===== src/rtl/led_target_generator.sv =====
// rtl/led_target_generator.sv - LED reaction game target generator with response timing
// Lights one pseudo-random LED per round and reports hit/miss pulses over a fixed number of rounds.
module led_target_generator #(
    parameter int          NUM_LEDS    = 18,
    parameter int          SHOW_CYCLES = 50_000_000,
    parameter int          GAP_CYCLES  = 12_500_000,
    parameter int          NUM_ROUNDS  = 20,
    parameter logic [15:0] LFSR_SEED   = 16'hACE1
) (
    input  logic                clk,
    input  logic                reset_n,
    input  logic                start,
    input  logic [NUM_LEDS-1:0] switches,
    output logic [NUM_LEDS-1:0] leds,
    output logic                hit,
    output logic                miss,
    output logic [7:0]          round_cnt,
    output logic                busy,
    output logic                done
);

    localparam int MAX_CYCLES = (SHOW_CYCLES > GAP_CYCLES) ? SHOW_CYCLES : GAP_CYCLES;
    localparam int TW = $clog2(MAX_CYCLES + 1);
    localparam int IW = $clog2(NUM_LEDS);

    localparam logic [TW-1:0]       SHOW_LAST = TW'(SHOW_CYCLES - 1);
    localparam logic [TW-1:0]       GAP_LAST  = TW'(GAP_CYCLES - 1);
    localparam logic [7:0]          ROUNDS    = 8'(NUM_ROUNDS);
    localparam logic [NUM_LEDS-1:0] LED_ONE   = NUM_LEDS'(1);
    localparam logic [15:0]         LFSR_TAPS = 16'hB400;

    localparam logic [2:0] S_IDLE = 3'd0;
    localparam logic [2:0] S_PICK = 3'd1;
    localparam logic [2:0] S_SHOW = 3'd2;
    localparam logic [2:0] S_GAP  = 3'd3;
    localparam logic [2:0] S_DONE = 3'd4;

    logic [2:0]          state_q, state_d;
    logic [TW-1:0]       timer_q, timer_d;
    logic [15:0]         lfsr_q, lfsr_d;
    logic [IW-1:0]       target_q, target_d;
    logic [IW-1:0]       prev_idx_q, prev_idx_d;
    logic [NUM_LEDS-1:0] leds_q, leds_d;
    logic                hit_q, hit_d;
    logic                miss_q, miss_d;
    logic [7:0]          round_q, round_d;
    logic                busy_q, done_q;

    logic [NUM_LEDS-1:0] sync1_q, sync2_q, sw_prev_q, sw_rise_q;
    logic [IW-1:0]       candidate;

    // Right-shifting Galois form never maps a non-zero state to zero.
    assign lfsr_d    = {1'b0, lfsr_q[15:1]} ^ (lfsr_q[0] ? LFSR_TAPS : 16'h0000);
    assign candidate = IW'(lfsr_q % 16'(NUM_LEDS));

    always_comb begin
        state_d    = state_q;
        timer_d    = timer_q;
        target_d   = target_q;
        prev_idx_d = prev_idx_q;
        leds_d     = leds_q;
        hit_d      = 1'b0;
        miss_d     = 1'b0;
        round_d    = round_q;
        case (state_q)
            S_IDLE: begin
                leds_d = '0;
                if (start) begin
                    state_d = S_PICK;
                    round_d = 8'd0;
                end
            end
            S_PICK: begin
                if (candidate != prev_idx_q) begin
                    target_d   = candidate;
                    prev_idx_d = candidate;
                    timer_d    = '0;
                    leds_d     = LED_ONE << candidate;
                    state_d    = S_SHOW;
                end
            end
            S_SHOW: begin
                timer_d = timer_q + 1'b1;
                // A hit on the final SHOW clock takes priority over the timeout.
                if (sw_rise_q[target_q]) begin
                    hit_d   = 1'b1;
                    round_d = round_q + 8'd1;
                    timer_d = '0;
                    leds_d  = '0;
                    state_d = S_GAP;
                end else if (timer_q == SHOW_LAST) begin
                    miss_d  = 1'b1;
                    round_d = round_q + 8'd1;
                    timer_d = '0;
                    leds_d  = '0;
                    state_d = S_GAP;
                end
            end
            S_GAP: begin
                leds_d  = '0;
                timer_d = timer_q + 1'b1;
                if (timer_q == GAP_LAST) begin
                    timer_d = '0;
                    state_d = (round_q == ROUNDS) ? S_DONE : S_PICK;
                end
            end
            S_DONE: begin
                leds_d = '0;
                if (start) begin
                    round_d = 8'd0;
                    state_d = S_PICK;
                end
            end
            default: begin
                state_d = S_IDLE;
                leds_d  = '0;
                timer_d = '0;
            end
        endcase
    end

    always_ff @(posedge clk or negedge reset_n) begin
        if (!reset_n) begin
            sync1_q   <= '0;
            sync2_q   <= '0;
            sw_prev_q <= '0;
            sw_rise_q <= '0;
        end else begin
            sync1_q   <= switches;
            sync2_q   <= sync1_q;
            sw_prev_q <= sync2_q;
            sw_rise_q <= sync2_q & ~sw_prev_q;
        end
    end

    always_ff @(posedge clk or negedge reset_n) begin
        if (!reset_n) begin
            state_q    <= S_IDLE;
            timer_q    <= '0;
            lfsr_q     <= LFSR_SEED;
            target_q   <= '0;
            prev_idx_q <= IW'(NUM_LEDS - 1);
            leds_q     <= '0;
            hit_q      <= 1'b0;
            miss_q     <= 1'b0;
            round_q    <= 8'd0;
            busy_q     <= 1'b0;
            done_q     <= 1'b0;
        end else begin
            state_q    <= state_d;
            timer_q    <= timer_d;
            lfsr_q     <= lfsr_d;
            target_q   <= target_d;
            prev_idx_q <= prev_idx_d;
            leds_q     <= leds_d;
            hit_q      <= hit_d;
            miss_q     <= miss_d;
            round_q    <= round_d;
            busy_q     <= (state_d == S_PICK) || (state_d == S_SHOW) || (state_d == S_GAP);
            done_q     <= (state_d == S_DONE);
        end
    end

    assign leds      = leds_q;
    assign hit       = hit_q;
    assign miss      = miss_q;
    assign round_cnt = round_q;
    assign busy      = busy_q;
    assign done      = done_q;

endmodule


===== config.mk =====
export PLATFORM = sky130hd
export DESIGN_NAME = led_target_generator
export DESIGN_NICKNAME = d
export VERILOG_FILES = /design/src/rtl/led_target_generator.sv
export SDC_FILE = /design/constraint.sdc
export NUM_CORES = 1
export LEC_CHECK = 0
export CORE_MARGIN = 4
export CORE_UTILIZATION = 50
export DETAILED_ROUTE_END_ITERATION = 10
export HOLD_SLACK_MARGIN = 0.06
export PLACE_DENSITY = 0.77
export SYNTH_ARGS = -nofsm -noshare
export SYNTH_HDL_FRONTEND = slang
export SYNTH_SLANG_ARGS = --single-unit

===== constraint.sdc =====
create_clock -name clk -period 9.6 [get_ports clk]
set_input_delay 1.92 -clock clk [delete_from_list [all_inputs] [get_ports clk]]
set_output_delay 1.92 -clock clk [all_outputs]
set_load 0.005 [all_outputs]

==> summary by stage <==
Outcome
The flow ran to the end, and the final reports show no timing, DRC or antenna violations.

Critical path
Tracing the worst setup path back leads to its startpoint at lfsr_q[11]$_DFF_PN1_. Of all nets on the critical path, the largest fanout is 22. The launching element type of the critical path is a flip-flop. The critical path is of the flip-flop to flip-flop type.

The setup slack of the most critical reg-to-reg path is 1330 ps. The data arrival time of the critical path is between 8000 and 9000 ps. The startpoint identified for the worst register-to-register timing path is lfsr_q[11]$_DFF_PN1_. The endpoint of the most critical register-to-register path is leds[7]$_DFFE_PN0P_. STA classifies the critical path endpoint as a flip-flop.

The logic depth of the worst register-to-register path is 25. The required arrival time at the worst endpoint is between 9000 and 10,000 ps.

CTS
After clock tree synthesis, the repair step resized 0 gates. The tree is rooted in a sky130_fd_sc_hd__clkbuf_16. After clock tree synthesis, the clock-pin slew on the worst setup and hold paths is 60 ps. Buffers inserted to repair hold after CTS numbered 0. Once the clock tree was built, the setup fixing pass inserted 0 buffers.

No sink is reached through more buffers than the 2 on the longest clock path. The CTS tree is built. The clock drives roughly 150 sinks. The number of buffers created by CTS is 17.

Clock latency on the worst-skew pair, taken at its later pin, is between 400 and 500 ps. The count of H-tree levels built during CTS is 4.

Die
The site row count is 44. For this configuration, the core starts out at a cell density of 0.517. The floorplan die width is 132 um. The y dimension of the die is 132 um. The I/O pin count is 51. The floorplan step defined a die boundary enclosing between 15,000 and 20,000 sq um.

The core area is approximately 15,000 sq um.

Synthesis
sky130_fd_sc_hd__dfrtp_1 is the most common cell in the netlist. By count the netlist is led by sky130_fd_sc_hd__dfrtp_1, sky130_fd_sc_hd__nor2_1, sky130_fd_sc_hd__a21oi_1, sky130_fd_sc_hd__nand2_1, sky130_fd_sc_hd__and3_1. The synthesized design contains 0 enable-type register cells. The sequential area share after synthesis is 0.507. The share of synthesized area in the top cell type comes to 0.472. Dividing the synthesized area by the synthesized cell count gives between 10 and 15 sq um. The number of cells produced by synthesis is approximately 720.

Summed over all instances, the cell type with the most area after synthesis is sky130_fd_sc_hd__dfrtp_1. By area the synthesized netlist is led by sky130_fd_sc_hd__dfrtp_1, sky130_fd_sc_hd__dfstp_2, sky130_fd_sc_hd__a21oi_1, sky130_fd_sc_hd__nor2_1, sky130_fd_sc_hd__a32o_1. Of the total synthesized cell area, the portion taken by XOR and XNOR cells is 0.0238. Of the total synthesized cell area, the portion taken by full adders, half adders and majority gates is 0.00656. The synthesized netlist net count is around 740. The compound-cell area share of the yosys netlist was 0.220. By area, the combinational part of the netlist is dominated by compound AO/OA/AOI/OAI gates. Of the total synthesized cell area, the portion taken by AND, OR, NAND and NOR gates is 0.181. The Yosys step of the flow raised 0 warnings.

The post-synthesis mux area share is 0.0312. The dominant register cell in the synthesized netlist is sky130_fd_sc_hd__dfrtp_1. The number of distinct library cell variants in the gate-level netlist after synthesis is slightly above 90. The flip-flop and latch count after synthesis is between 150 and 200.

The share of flip-flops with an asynchronous set or reset after synthesis is 1.00. The summed instance area of the synthesized netlist is 7630 sq um.

Route
The final wirelength is between 15,000 and 20,000 um. The first routing iteration left between 500 and 600 violations. Using the TritonRoute via totals, the vias-per-cell ratio works out to 6.19. The count of nets left with antenna violations after detail routing is 0. The DRC violations left is 0.

The routed wire length per instance is approximately 17 um. For this run, the detailed router's first-pass iteration total came to 5. The via count is approximately 5,900.

STA
The post-route worst setup slack is approximately 1300 ps. For this run, the top clock speed supported by timing is between 0.1 and 0.15 GHz. The final cycle utilization of the critical path is 0.861. Setup violations remaining at the end of the flow were counted as 0. Setup repair after global routing left no endpoint under its margin.

For the final routed database, the setup TNS stands at 0 ps. The routed design could run at a clock period as short as ~8300 ps. In this run the tightest slew margin relative to its limit is 0.195.

The final setup skew is 13.1 ps. The final max-slew violation count is 0. The number of failing hold endpoints at the final stage is 0. At the pin with the least slew margin, the transition time is 1210 ps.

Layout
The number of antenna diodes in the final layout is 0. After routing the design area is around 8800 sq um. For this run, the share of the core covered by cells in the final layout is 0.594. The area occupied by registers is about 3900 sq um. The filler cells instantiated in the layout total between 1,000 and 1,500. In the final layout, the multi-input gates occupy 3530 sq um. The fraction of final layout cells with drive strength greater than 1 is 0.101. The final layout contains between 700 and 800 nets.

Relative to the synthesized area, the layout overhead comes to 14.9%. The final instance count without filler cells is between 900 and 1,000.

Min path
For hold timing, the worst endpoint is sync2_q[12]$_DFF_PN0_. The worst hold path passes through 0 cells. The launch instance of the worst min-delay path is sync1_q[12]$_DFF_PN0_. The worst hold path belongs to the class flip-flop to flip-flop.

Placed design
The detailed-placement wirelength estimate is about 11,000 um. At the end of routability-driven placement, the weighted congestion stood at slightly above 0.9. The placed standard-cell area is around 8200 sq um. The number of input and output port buffers inserted is 50. The cell count after placement is approximately 920. At the placement stage, the worst setup path has a slack of ~1500 ps.

Pwr
The power density normalized to cell area is approximately 160 nW/um^2. Summed over all nets, the switching power comes to roughly 0.00034 W. The share of total power dissipated in combinational logic is 0.055. Of the total power, registers draw 0.496. The static leakage power is ~4.0 nW.

Of the total power, the share spent switching nets is 0.244. The worst supply voltage drop on vdd is 0.118 mV. The share of total power dissipated in the clock network is 0.449. The internal power component is roughly 0.0010 W.

Global routing
The maximum number of pins on one net before global-route repair is ~80. The global-route congestion overflow total is 0. The wire length of the first global-routing pass is between 20,000 and 30,000 um.

The number of antenna violations at the first check in global routing was 0. The overall routing resource usage is 0.193. The via count of the first global-routing pass is 5,788.

Job
Max-cap violations in this run came to 0.
kinds of logic (layout without fill, tap and decap cells):
logic type / Yosys count / after routing
AOI/OAI and AO/OA: 220 / 220
xor gates and xnor gates: 19 / 19
adders and majority gates: 4 / 4
buffers and inverters: 50 / 101
DFF: 154 / 154
muxes: 17 / 17
and+or+nand+nor: 254 / 254
worst max-delay path by stage:
stage / endpoint / slack, ps / cells past startpoint
after floorplan: leds[10]$_DFFE_PN0P_ / 2800 / 25
after global placement: leds[16]$_DFFE_PN0P_ / 1730 / 25
after detailed placement: leds[7]$_DFFE_PN0P_ / 1490 / 25
after CTS: leds[16]$_DFFE_PN0P_ / 1440 / 25
after global routing: timer_q[5]$_DFFE_PN0P_ / 640 / 24
final: leds[7]$_DFFE_PN0P_ / 1330 / 25
worst max-delay path, stage by stage, from the launching register on:
cell	delay (ps)
sky130_fd_sc_hd__dfstp_2	760
sky130_fd_sc_hd__nand2b_1	300
sky130_fd_sc_hd__o21ai_1	100
sky130_fd_sc_hd__a211o_1	310
sky130_fd_sc_hd__nand3_1	130
sky130_fd_sc_hd__mux2i_1	560
sky130_fd_sc_hd__a221oi_1	190
sky130_fd_sc_hd__or3b_2	530
sky130_fd_sc_hd__o21ai_2	170
sky130_fd_sc_hd__nor2_1	120
sky130_fd_sc_hd__a221o_1	380
sky130_fd_sc_hd__o31ai_1	380
sky130_fd_sc_hd__nand3_1	200
sky130_fd_sc_hd__and4_1	300
sky130_fd_sc_hd__o41ai_2	350
sky130_fd_sc_hd__o32ai_4	160
sky130_fd_sc_hd__xnor2_1	520
sky130_fd_sc_hd__inv_2	100
sky130_fd_sc_hd__ha_1	390
sky130_fd_sc_hd__a21oi_1	50
sky130_fd_sc_hd__a311o_1	330
sky130_fd_sc_hd__xor2_1	190
sky130_fd_sc_hd__or4_1	840
sky130_fd_sc_hd__buf_4	360
sky130_fd_sc_hd__and3_1	200
sky130_fd_sc_hd__a22o_1	200
routing by layer:
metal / track usage / share of wire / wire, um
met1: 0.255 / 0.45 / 7330
met2: 0.321 / 0.50 / 8160
met3: 0.0417 / 0.042 / 697
met4: 0.0613 / 0.014 / 222
met5: 0 / 0 / 0
power groups by stage:
| stage | Clock, W | Combinational (W) | Sequential, W |
|---|---|---|---|
| 2_1_floorplan | 0 | 0.0000340 | 0.000695 |
| 3_3_place_gp | 0 | 0.0000751 | 0.000696 |
| 3_5_place_dp | 0 | 0.0000778 | 0.000698 |
| 4_1_cts | 0.000635 | 0.0000784 | 0.000687 |
| 5_1_grt | 0.000671 | 0.0000856 | 0.000689 |
| 6_report | 0.000622 | 0.0000765 | 0.000687 |
layout by cell type, fill, tap and decap left out, types with 8 or more instances in the layout:
master / n
sky130_fd_sc_hd__o21ai_0: 25
sky130_fd_sc_hd__a21oi_1: 41
sky130_fd_sc_hd__a32o_1: 17
sky130_fd_sc_hd__clkdlybuf4s50_1: 49
sky130_fd_sc_hd__nand2_1: 38
sky130_fd_sc_hd__and3_1: 27
sky130_fd_sc_hd__nand2b_1: 11
sky130_fd_sc_hd__dfrtp_1: 144
sky130_fd_sc_hd__nand3_1: 23
sky130_fd_sc_hd__mux2i_1: 8
sky130_fd_sc_hd__a21o_1: 8
sky130_fd_sc_hd__o211a_1: 14
sky130_fd_sc_hd__clkbuf_16: 17
sky130_fd_sc_hd__or3_1: 9
sky130_fd_sc_hd__nor3_1: 19
sky130_fd_sc_hd__dfstp_2: 10
sky130_fd_sc_hd__nor2_1: 52
sky130_fd_sc_hd__a211o_1: 13
sky130_fd_sc_hd__xor2_1: 13
sky130_fd_sc_hd__nor2b_1: 23
sky130_fd_sc_hd__o21ai_1: 8
sky130_fd_sc_hd__inv_1: 16
state kept, by name (all words and copies together), names as in the netlist, 2 cells and up:
| name | flops |
|---|---|
| sync1_q | 18 |
| leds | 18 |
| lfsr_q | 16 |
| state_q | 3 |
| sw_rise_q | 18 |
| target_q | 5 |
| sw_prev_q | 18 |
| sync2_q | 18 |
| round_cnt | 8 |
| prev_idx_q | 2 |
| timer_q | 26 |
stage by stage:
step	total power [W]	hold slack [ps]
after floorplan	0.000729	331
after global placement	0.000772	334
after detailed placement	0.000776	335
after CTS	0.00140	349
after global routing	0.00145	354
final	0.00138	348
layout make-up:
| class | count | share of cell area |
|---|---|---|
| flip-flops and latches | 154 | 0.441 |
| multi-input cells | 514 | 0.402 |
| repair buffers | 52 | 0.0589 |
| clock buffers | 17 | 0.0485 |
| well taps | 184 | 0.0263 |
| clock inverters | 15 | 0.0156 |
| inverters | 17 | 0.00728 |
(Power assumes the default switching activity.)
==> patch, RTL diff (same settings) <==
Set the parameter `SHOW_CYCLES` to 100_000_000 (it was 50_000_000).
--- a/src/rtl/led_target_generator.sv
+++ b/src/rtl/led_target_generator.sv
@@ -4,3 +4,3 @@
     parameter int          NUM_LEDS    = 18,
-    parameter int          SHOW_CYCLES = 50_000_000,
+    parameter int          SHOW_CYCLES = 100_000_000,
     parameter int          GAP_CYCLES  = 12_500_000,
Check against the original RTL: no difference found for any inputs over 10 cycles, from zero or initial values and one cycle with reset_n low; that may be too few to reach the edited logic, so the function may still have changed.
==> patch against the original RTL <==
- sequential cell count rose by 1
- hold slack improved by 0.00090 ns
- routed wire length increased by 3.0%
- synthesized area increased by 3.3%
- design area is 3.4% higher
- fmax increased by 8.7%
- worst setup slack better by 0.66 ns
- largest cell class unchanged
Power is not compared: it rests on default switching activity, and its combinational part moved more than twofold at a synthesized area within 25%.
==> patch: results (changes against the original RTL) <==
Parameter                              Value

GRT
  Global routing usage summed across all routing layers ... 0.1974 (+0.004220)
  Routing usage on met2 ... 0.3392 (+0.01825)
  Met1 global-route usage ... 0.2526 (-0.002371)
  Wire length of the first global-routing pass ... 29150 um (+3.3%)
  Number of global-route vias before repair ... 5955 (+2.9%)
  Number of antenna violations at the first check in global routing ... 0 (unchanged)

Logic synthesis
  YS warnings ... 0 (unchanged)
  Yosys cell types ... 103 (+13%)
  Sequential element share of the synthesized area ... 0.4937 (-0.01299)
  Top post-synthesis cells by count ... dfrtp_1, a21oi_1, nand2_1, nor2_1, nand3_1
  Count of flip-flops with a built-in enable after synthesis ... 0 (unchanged)
  Main area contributors after synthesis ... dfrtp_1, dfstp_2, a21oi_1
  Avg Cell Area, Syn ... 10.80 um2 (+1.6%)

Placed design
  Post-placement setup slack ... 2.183 ns (+0.6931 ns)
  DP Wirelength ... 11900 um (+5.3%)
  Placed cell area ... 8488 um2 (+3.5%)
  Placer Congestion ... 0.9356 (+2.9%)
  # placed instances ... 961 (+4.3%)

Timing
  Slew at the pin closest to its max-slew limit ... 1.044 ns (-0.1625 ns)
  Final setup skew ... 0.01127 ns (-0.001779 ns)
  Share of the clock period used by the worst path ... 0.7925 (-0.06890)
  Post-route worst hold slack ... 0.3484 ns (+0.0008970 ns)

Status
  Status ... complete, no violations

Route
  Iteration-0 DRC count of the detailed router ... 491 (-13%)
  Vias post-DR ... 6080 (+3.1%)
  Average routed wire per standard cell ... 17.04 um (-1.0%)

Critical path
  Signal arrival time at the worst endpoint ... 7.91 ns (-0.66 ns)
  Reg2Reg Setup Slack ... 1.99 ns (+0.66 ns)
  Cell type of the slowest stage on the worst timing path ... or3b_1

Finish
  Fraction of final layout cells sized beyond drive strength 1 ... 0.1319 (+0.03045)
  # nets final ... 794 (+1.7%)
  Max reg flops ... 27 (+3.8%)
-- patch: cell count changes in the layout (fill, tap and decap cells not counted), sizes merged, moves of 9 or more --
cell,change
o311ai,+9
nor2,-17
a32o,-15
inv,+9
o2bb2ai,+18
nand2,+10
-- patch: final timing paths --
kind                                 startpoint                 endpoint  depth (start not counted)
min in group asynchronous               reset_n   timer_q[2]$_DFFE_PN0P_                          1
setup / recovery           lfsr_q[11]$_DFF_PN1_  timer_q[11]$_DFFE_PN0P_                         24
max in group asynchronous               reset_n     leds[14]$_DFFE_PN0P_                          2
hold / removal             sync1_q[2]$_DFF_PN0_     sync2_q[2]$_DFF_PN0_                          0
setup reg to reg           lfsr_q[11]$_DFF_PN1_  timer_q[11]$_DFFE_PN0P_                         24
hold reg to reg            sync1_q[2]$_DFF_PN0_     sync2_q[2]$_DFF_PN0_                          0
-- patch: cells by family (layout without fill, tap and decap cells) --
kind of cell / Yosys count / in the layout / synth area share
xor+xnor: 17 / 17 / 0.01889
buf+inv: 54 / 105 / 0.03254
fa+ha+maj: 5 / 5 / 0.007779
flops: 155 / 155 / 0.4937
mux: 13 / 13 / 0.02619
simple gates: 262 / 262 / 0.1870
compound gates: 224 / 224 / 0.2338
-- patch: power by group through the flow --
stage / Clock [mW] / Combinational, mW / Sequential, mW
6_report: 0.637 / 0.266 / 0.736
5_1_grt: 0.680 / 0.295 / 0.741
4_1_cts: 0.650 / 0.267 / 0.736
3_5_place_dp: 0 / 0.267 / 0.747
3_3_place_gp: 0 / 0.257 / 0.742
2_1_floorplan: 0 / 0.186 / 0.735
-- patch: area by class of cell --
type | count | area, um2
clock buffer | 17 | 425.4
clock inverter | 14 | 146.4
fill | 1241 | 6255
inverter | 23 | 86.33
multi-input combinational | 521 | 3737
sequential | 155 | 3891
tap | 211 | 264.0
timing repair buffer | 51 | 509.2
-- patch: per-layer routing --
layer	up-vias	part of all wire	routed length, um
met5	-	0	0
met1	2981	0.42	7159
met4	0	0.018	306
met3	34	0.046	772
met2	196	0.51	8667
li1	2869	-	-
